File: src/rtl/reg_dump_seq.sv
// Debug read-out sequencer: walks the register bank read port over an inclusive,
// wrapping address range and streams each captured value as one valid/ready beat.
module reg_dump_seq #(
  parameter int ADDR_W      = 4,
  parameter int DATA_W      = 32,
  parameter int WAIT_CYCLES = 1
) (
  input  logic              clk,
  input  logic              rst_n,
  input  logic              start,
  input  logic              abort,
  input  logic [ADDR_W-1:0] first_addr,
  input  logic [ADDR_W-1:0] last_addr,
  output logic [ADDR_W-1:0] rf_addr,
  input  logic [DATA_W-1:0] rf_data,
  output logic              out_valid,
  input  logic              out_ready,
  output logic [ADDR_W-1:0] out_addr,
  output logic [DATA_W-1:0] out_data,
  output logic              busy,
  output logic              done,
  output logic [1:0]        dbg_state
);

  localparam int CNT_W = (WAIT_CYCLES > 1) ? $clog2(WAIT_CYCLES) : 1;
  localparam logic [CNT_W-1:0] CNT_RELOAD = CNT_W'(WAIT_CYCLES - 1);

  typedef enum logic [1:0] {
    ST_IDLE = 2'd0,
    ST_WAIT = 2'd1,
    ST_SEND = 2'd2
  } state_t;

  state_t            state, state_n;
  logic [ADDR_W-1:0] remaining, remaining_n;
  logic [CNT_W-1:0]  wait_cnt, wait_cnt_n;
  logic [ADDR_W-1:0] rf_addr_n, out_addr_n;
  logic [DATA_W-1:0] out_data_n;
  logic              out_valid_n, busy_n, done_n;

  assign dbg_state = state;

  // rst_n is active-high here: 1 holds the block in reset.
  always_ff @(posedge clk or posedge rst_n) begin
    if (rst_n) begin
      state     <= ST_IDLE;
      rf_addr   <= '0;
      remaining <= '0;
      wait_cnt  <= '0;
      out_valid <= 1'b0;
      out_addr  <= '0;
      out_data  <= '0;
      busy      <= 1'b0;
      done      <= 1'b0;
    end else begin
      state     <= state_n;
      rf_addr   <= rf_addr_n;
      remaining <= remaining_n;
      wait_cnt  <= wait_cnt_n;
      out_valid <= out_valid_n;
      out_addr  <= out_addr_n;
      out_data  <= out_data_n;
      busy      <= busy_n;
      done      <= done_n;
    end
  end

  // Stream contract: a beat transfers on a rising edge where out_valid & out_ready
  // are both high and abort is low; while out_valid is high and the beat has not
  // transferred, out_addr/out_data are held unchanged.
  always_comb begin
    state_n     = state;
    rf_addr_n   = rf_addr;
    remaining_n = remaining;
    wait_cnt_n  = wait_cnt;
    out_valid_n = out_valid;
    out_addr_n  = out_addr;
    out_data_n  = out_data;
    busy_n      = busy;
    done_n      = 1'b0;
    case (state)
      ST_IDLE: begin
        if (start && !abort) begin
          state_n     = ST_WAIT;
          rf_addr_n   = first_addr;
          remaining_n = last_addr - first_addr;
          wait_cnt_n  = CNT_RELOAD;
          busy_n      = 1'b1;
        end
      end
      ST_WAIT: begin
        if (abort) begin
          state_n     = ST_IDLE;
          out_valid_n = 1'b0;
          busy_n      = 1'b0;
        end else if (wait_cnt != '0) begin
          wait_cnt_n = wait_cnt - CNT_W'(1);
        end else begin
          out_data_n  = rf_data;
          out_addr_n  = rf_addr;
          out_valid_n = 1'b1;
          state_n     = ST_SEND;
        end
      end
      ST_SEND: begin
        if (abort) begin
          state_n     = ST_IDLE;
          out_valid_n = 1'b0;
          busy_n      = 1'b0;
        end else if (out_ready) begin
          out_valid_n = 1'b0;
          if (remaining == '0) begin
            state_n = ST_IDLE;
            busy_n  = 1'b0;
            done_n  = 1'b1;
          end else begin
            rf_addr_n   = rf_addr + ADDR_W'(1);
            remaining_n = remaining - ADDR_W'(1);
            wait_cnt_n  = CNT_RELOAD;
            state_n     = ST_WAIT;
          end
        end
      end
      default: begin
        state_n     = ST_IDLE;
        out_valid_n = 1'b0;
        busy_n      = 1'b0;
      end
    endcase
  end

endmodule

File: config.mk
export PLATFORM = sky130hd
export DESIGN_NAME = reg_dump_seq
export DESIGN_NICKNAME = d
export VERILOG_FILES = /design/src/rtl/reg_dump_seq.sv
export SDC_FILE = /design/constraint.sdc
export NUM_CORES = 1
export LEC_CHECK = 0
export CORE_MARGIN = 2
export CORE_UTILIZATION = 25
export CTS_CLUSTER_SIZE = 28
export DETAILED_ROUTE_END_ITERATION = 7
export PLACE_DENSITY_LB_ADDON = 0.3
export RECOVER_POWER = 25
export SYNTH_ARGS = -nofsm -noshare
export SYNTH_HDL_FRONTEND = slang
export SYNTH_SLANG_ARGS = --single-unit
export TNS_END_PERCENT = 100
File: constraint.sdc
create_clock -name clk -period 1.8 [get_ports clk]
set_input_delay 0.18 -clock clk [delete_from_list [all_inputs] [get_ports clk]]
set_output_delay 0.18 -clock clk [all_outputs]
set_load 0.1 [all_outputs]
# After elaboration in Yosys (flattened, before gate mapping)
# Index checks and enable logic that the tools add are counted.
dict set report word_totals {
  ff_bits 50
  input_bits 45
  elab_cells 78
}
dict set report op_classes {
  n_addsub 4
  eq_ne 11
  n_mux 39
  bitwise 3
  n_reduce_logical 12
}
# cell count
set ops {}
lappend ops {{4-bit two-way mux} 8}
lappend ops {{1-bit two-way mux} 20}
lappend ops {{4-bit case mux with 2 select lines} 2}
lappend ops {{2-bit != test (second input constant)} 6}
lappend ops {{2-bit two-way mux} 5}
lappend ops {{3-bit != test (second input constant)} 3}
lappend ops {{1-bit case mux with 3 select lines} 3}
lappend ops {{3-bit AND reduction} 3}
lappend ops {{2-bit case mux with 3 select lines} 1}
lappend ops {{6-bit AND reduction} 1}
lappend ops {{5-bit AND reduction} 1}
lappend ops {{4-bit by 1-bit adder with 4-bit output (second input constant)} 1}
lappend ops {{4-bit logical NOT} 1}
lappend ops {{4-bit AND reduction} 1}
lappend ops {{4-bit by 1-bit subtractor with 4-bit output (second input constant)} 1}
lappend ops {{4-bit subtractor} 1}
lappend ops {{1-bit NOT} 3}
lappend ops {{3-bit nonzero test} 1}
lappend ops {{2-bit by 1-bit == test with 1-bit output (second input constant)} 1}
lappend ops {{2-bit == test (second input constant)} 1}
lappend ops {{2-bit logical NOT} 1}
lappend ops {{2-bit nonzero test} 1}
lappend ops {{1-bit logical AND} 1}
lappend ops {{1-bit logical NOT} 1}
lappend ops {{1-bit subtractor (second input constant)} 1}

# Depth between registers and ports, before layout
dict set report logic_depth {
  depth_word 5
  mapped_depth 7
  mapped_depth_nobuf 7
}

# Worst setup path before layout
# OpenSTA, ideal clock, no wires.
dict set report synth_timing {
  path_type {reg-to-reg}
  startpoint {register state[1] (netlist: dbg_state[1])}
  endpoint {register remaining[3]}
  t_arrival_ns 2.111
  t_required_ns 1.713
  slack_ns -0.398
  path_stages_with_launch 6
  path_buffers 1
  cell_sequence {dfrtp_1 > nand2b_1 > buf_6 > or4_4 > or3b_1 > o211ai_1}
}
dict set report synth_via {
  elab_chain_cells 3
  elab_cells_between_ends 9
  cone_classes {5 x eq/ne; 1 x mux; 3 x reduce/logical}
}
# element line
set synth_rtl {}
lappend synth_rtl {{from (decl)} 34} ;# state_t state, state_n;
lappend synth_rtl {{from (signal assigned)} 56} ;# state <= state_n;
lappend synth_rtl {{2-bit == test / 2-bit logical NOT (equally long branches)} 81} ;# case (state)
lappend synth_rtl {{2-bit != test (no line) / 2-bit nonzero test (equally long branches)} --}
lappend synth_rtl {{5-bit AND reduction (no line)} --}
lappend synth_rtl {{to (signal assigned)} 58} ;# remaining <= remaining_n;
lappend synth_rtl {{to (decl)} 35} ;# logic [ADDR_W-1:0] remaining, remaining_n;
# Several ways; a longest one is shown, not always the timed one.
# A chain may end at the register's enable or synchronous reset.

# Worst setup path after layout
dict set report layout_timing {
  startpoint {register state[0] (netlist: dbg_state[0])}
  endpoint {register remaining[0]}
}
# Same word-level chain as after synthesis.

==> flow_summary_export.csv <==
group,metric,value,unit
outcome,status,"completed",
detailed_routing,drtIter0Drc,52,
clock_tree,clk_pin_slew_worst_paths,0.08,ns
clock_tree,cts-root-buf,"clkbuf_8",
critical_path,arrival,1.88,ns
detailed_routing,drtAntennaViolNets,0,
critical_path,criticalPathCategory,"flip-flop to flip-flop",
detailed_routing,wl,4.794,mm
sta,fin_skew,0.003877,ns
cells_and_area,antenna_cells,0,
floorplan,die_h,97.11,µm
sta,final_max_slew_viol_count,0,
floorplan,die_x,97.11,µm
sta,hold_viol,0,
placement,gp_congestion,0.7594,
detailed_routing,vias,1609,
grt,grt_pass1_wl,8.066,mm
clock_tree,cts_made_buffers,5,
run,max-cap-violations,0,
power_and_ir_drop,p_total,5.927,mW
critical_path,cp_slowest_stage_delay,0.54,ns
sta,grt_setup_unrepaired,"yes",
sta,finalCritPeriodShare,0.9464,
sta,max-slew-margin-rel,0.2441,
synth,synth.largest_area_cell,"dfrtp_1",
critical_path,r2r_cells,5,
power_and_ir_drop,leakage,1.462,nW
critical_path,crit_fanout,4,
min_path,hold_end,"out_data[22]",
cells_and_area,syn2layout_area_growth,53.23,%
clock_tree,htreeDepth,2,
synth,syn_nets,216,
synth,synth_edf_count,0,
grt,grt_max_degree,28,
placement,portBuffers,89,
cells_and_area,nets,321,
cells_and_area,layout-drive-gt1-share,0.4000,
synth,postSynthAreaPerCell,13.13,µm²
synth,syn_area,2167,µm²
sta,final_critical_path_setup_slack,0.09654,ns
grt,grt.total_usage,0.1052,
critical_path,crit_chain,"or4b_4, o31a_1, inv_2, mux2i_1, a31oi_1",
synth,synth.distinct_cells,37,
synth,ys_ff_latch,49,
detailed_routing,via_per_inst,4.291,
detailed_routing,drc,0,
clock_tree,cts_tree,"yes",
grt,grt_overflow,0,
synth,syn_inst,165,
grt,grt_pass1_vias,1662,
clock_tree,worstSkewPairLatency,0.29,ns
sta,worstMarginPinSlew,1.134,ns
synth,yosysMostFrequentCell,"dfrtp_1",
critical_path,worstPathRequired,1.97,ns
floorplan,dieArea,9429,µm²
detailed_routing,wl_per_cell,12.78,µm
floorplan,std_cell_rows,33,
critical_path,cp-end-kind,"flip-flop",
min_path,holdCritStartpoint,"out_data[22]",
power_and_ir_drop,irDropWorstVdd,0.8523,mV
floorplan,pin_count,90,
sta,setup_violations,0,
critical_path,reg2reg_from,"dbg_state[0]",
synth,seq_area_frac_synth,0.5658,
critical_path,r2r_setup_slack,0.1,ns
critical_path,r2r_end,"remaining[0]",
synth,ys_top_cells_by_area,"dfrtp_1 (57%), mux2_2 (17%), ha_1 (2.9%)",
power_and_ir_drop,p_per_area,1785,nW/µm²
synth,synth_ff_type,"dfrtp_1",
sta,finalCriticalPeriod,1.703,ns
grt,antenna_found_initial,0,
synth,synth_common_cells,"dfrtp_1 (49), mux2_2 (33), o21ai_0 (10)",
floorplan,core_area,8299,µm²
min_path,hold_path.class,"flip-flop to flip-flop",
detailed_routing,drt_pass1_iterations,4,
placement,preCtsSetupSlack,-0.05567,ns
clock_tree,cts.sinks,49,
synth,yosys.area.top_type_share,0.5658,
synth,async_flop_share,1.000,
critical_path,crit_path_start_kind,"flip-flop",
min_path,holdPathStages,1,
synth,ys_warn_count,0,
critical_path,cp_slowest_cell,"or4b_4",
placement,hpwl,3.681,mm
sta,max_freq,587.0,MHz
floorplan,floorplan.initialDensity,0.2611,
clock_tree,ctsLongestPathBuffers,2,
final cells by class:
| type | instances | area (µm²) |
|---|---|---|
| clock buffer | 7 | 86.33 |
| inverter | 8 | 30.03 |
| tap | 105 | 131.4 |
| multi-input combinational | 101 | 880.8 |
| sequential | 49 | 1234 |
| timing repair buffer | 105 | 958.4 |
| fill | 796 | 4979 |
worst max-delay path, delay by kind of cell, from the launching register on:
family	cells	cell delay (ns)
compound gates	2	0.25
simple gates	1	0.54
buf+inv	1	0.10
flops	1	0.50
mux	1	0.19
how the worst max path moves through the flow:
stage                       from           end  cells past startpoint
finish              dbg_state[0]  remaining[0]                      5
global route        dbg_state[0]  remaining[0]                      5
CTS                 dbg_state[0]  remaining[0]                      5
detailed placement         abort  remaining[0]                      6
global placement           abort    rf_addr[2]                      6
floorplan           dbg_state[0]  remaining[3]                      5
power breakdown:
part           switching, mW  internal (mW)  total [mW]
clock                  0.331          0.305       0.637
combinational           2.77          0.857        3.63
sequential             0.214           1.45        1.66
layout by cell type, fill, tap and decap left out, types with 2 or more instances in the layout:
| master | instances |
|---|---|
| mux2i_1 | 2 |
| a21oi_1 | 6 |
| buf_12 | 5 |
| xnor2_1 | 2 |
| o211ai_1 | 2 |
| nor3b_1 | 2 |
| dfrtp_1 | 47 |
| or2b_1 | 2 |
| a211oi_1 | 2 |
| clkbuf_8 | 6 |
| buf_4 | 53 |
| o21ai_1 | 6 |
| mux2_1 | 3 |
| nor2_1 | 6 |
| ha_1 | 5 |
| nand2_1 | 4 |
| inv_1 | 6 |
| nand2b_1 | 2 |
| clkdlybuf4s50_1 | 43 |
| mux2_2 | 33 |
| o21ai_0 | 4 |
| dfrtp_4 | 2 |
| clkbuf_1 | 2 |
registers in the layout (all words and copies together), names as in the netlist:
register and cells:
out_data 32, done 1, busy 1, remaining 4, dbg_state 2, rf_addr 4, out_addr 4, out_valid 1
per-stage QoR:
step                cell area, µm²  std cells    util  hold WS, ns  setup TNS, ns
finish                        3321        375  0.4001       0.4931              0
global route                  3321        375  0.4001       0.4770      -0.001519
CTS                           3303        373  0.3980       0.2377              0
detailed placement            3217        366  0.3876       0.4776        -0.2419
global placement              3217        366  0.3876       0.4697       -0.09197
floorplan                     2193        165       -       0.2756       -0.06452
repair_timing:
item,4_1_cts,5_1_grt
endpoints found under the setup margin,0,2
hold buffers,0,0
resized for setup,0,2
buffers inserted,0,2
per-layer routing:
metal / GRT usage / vias up / routed length (µm)
met4: 0.03575 / 0 / 48
met2: 0.1693 / 60 / 2267
met5: 0 / - / 0
li1: - / 785 / -
met1: 0.1354 / 762 / 2181
met3: 0.03094 / 2 / 296
cells by family (layout without fill, tap and decap cells):
family	Yosys count	after routing	synth area share
AOI/OAI and AO/OA	27	27	0.07391
xor gates and xnor gates	3	3	0.01213
adders and majority gates	6	6	0.03811
buffers and inverters	15	120	0.03522
DFF	49	49	0.5658
muxes	38	38	0.1963
and+or+nand+nor	27	27	0.07852
Note: power is estimated with default switching activity, not from simulation.
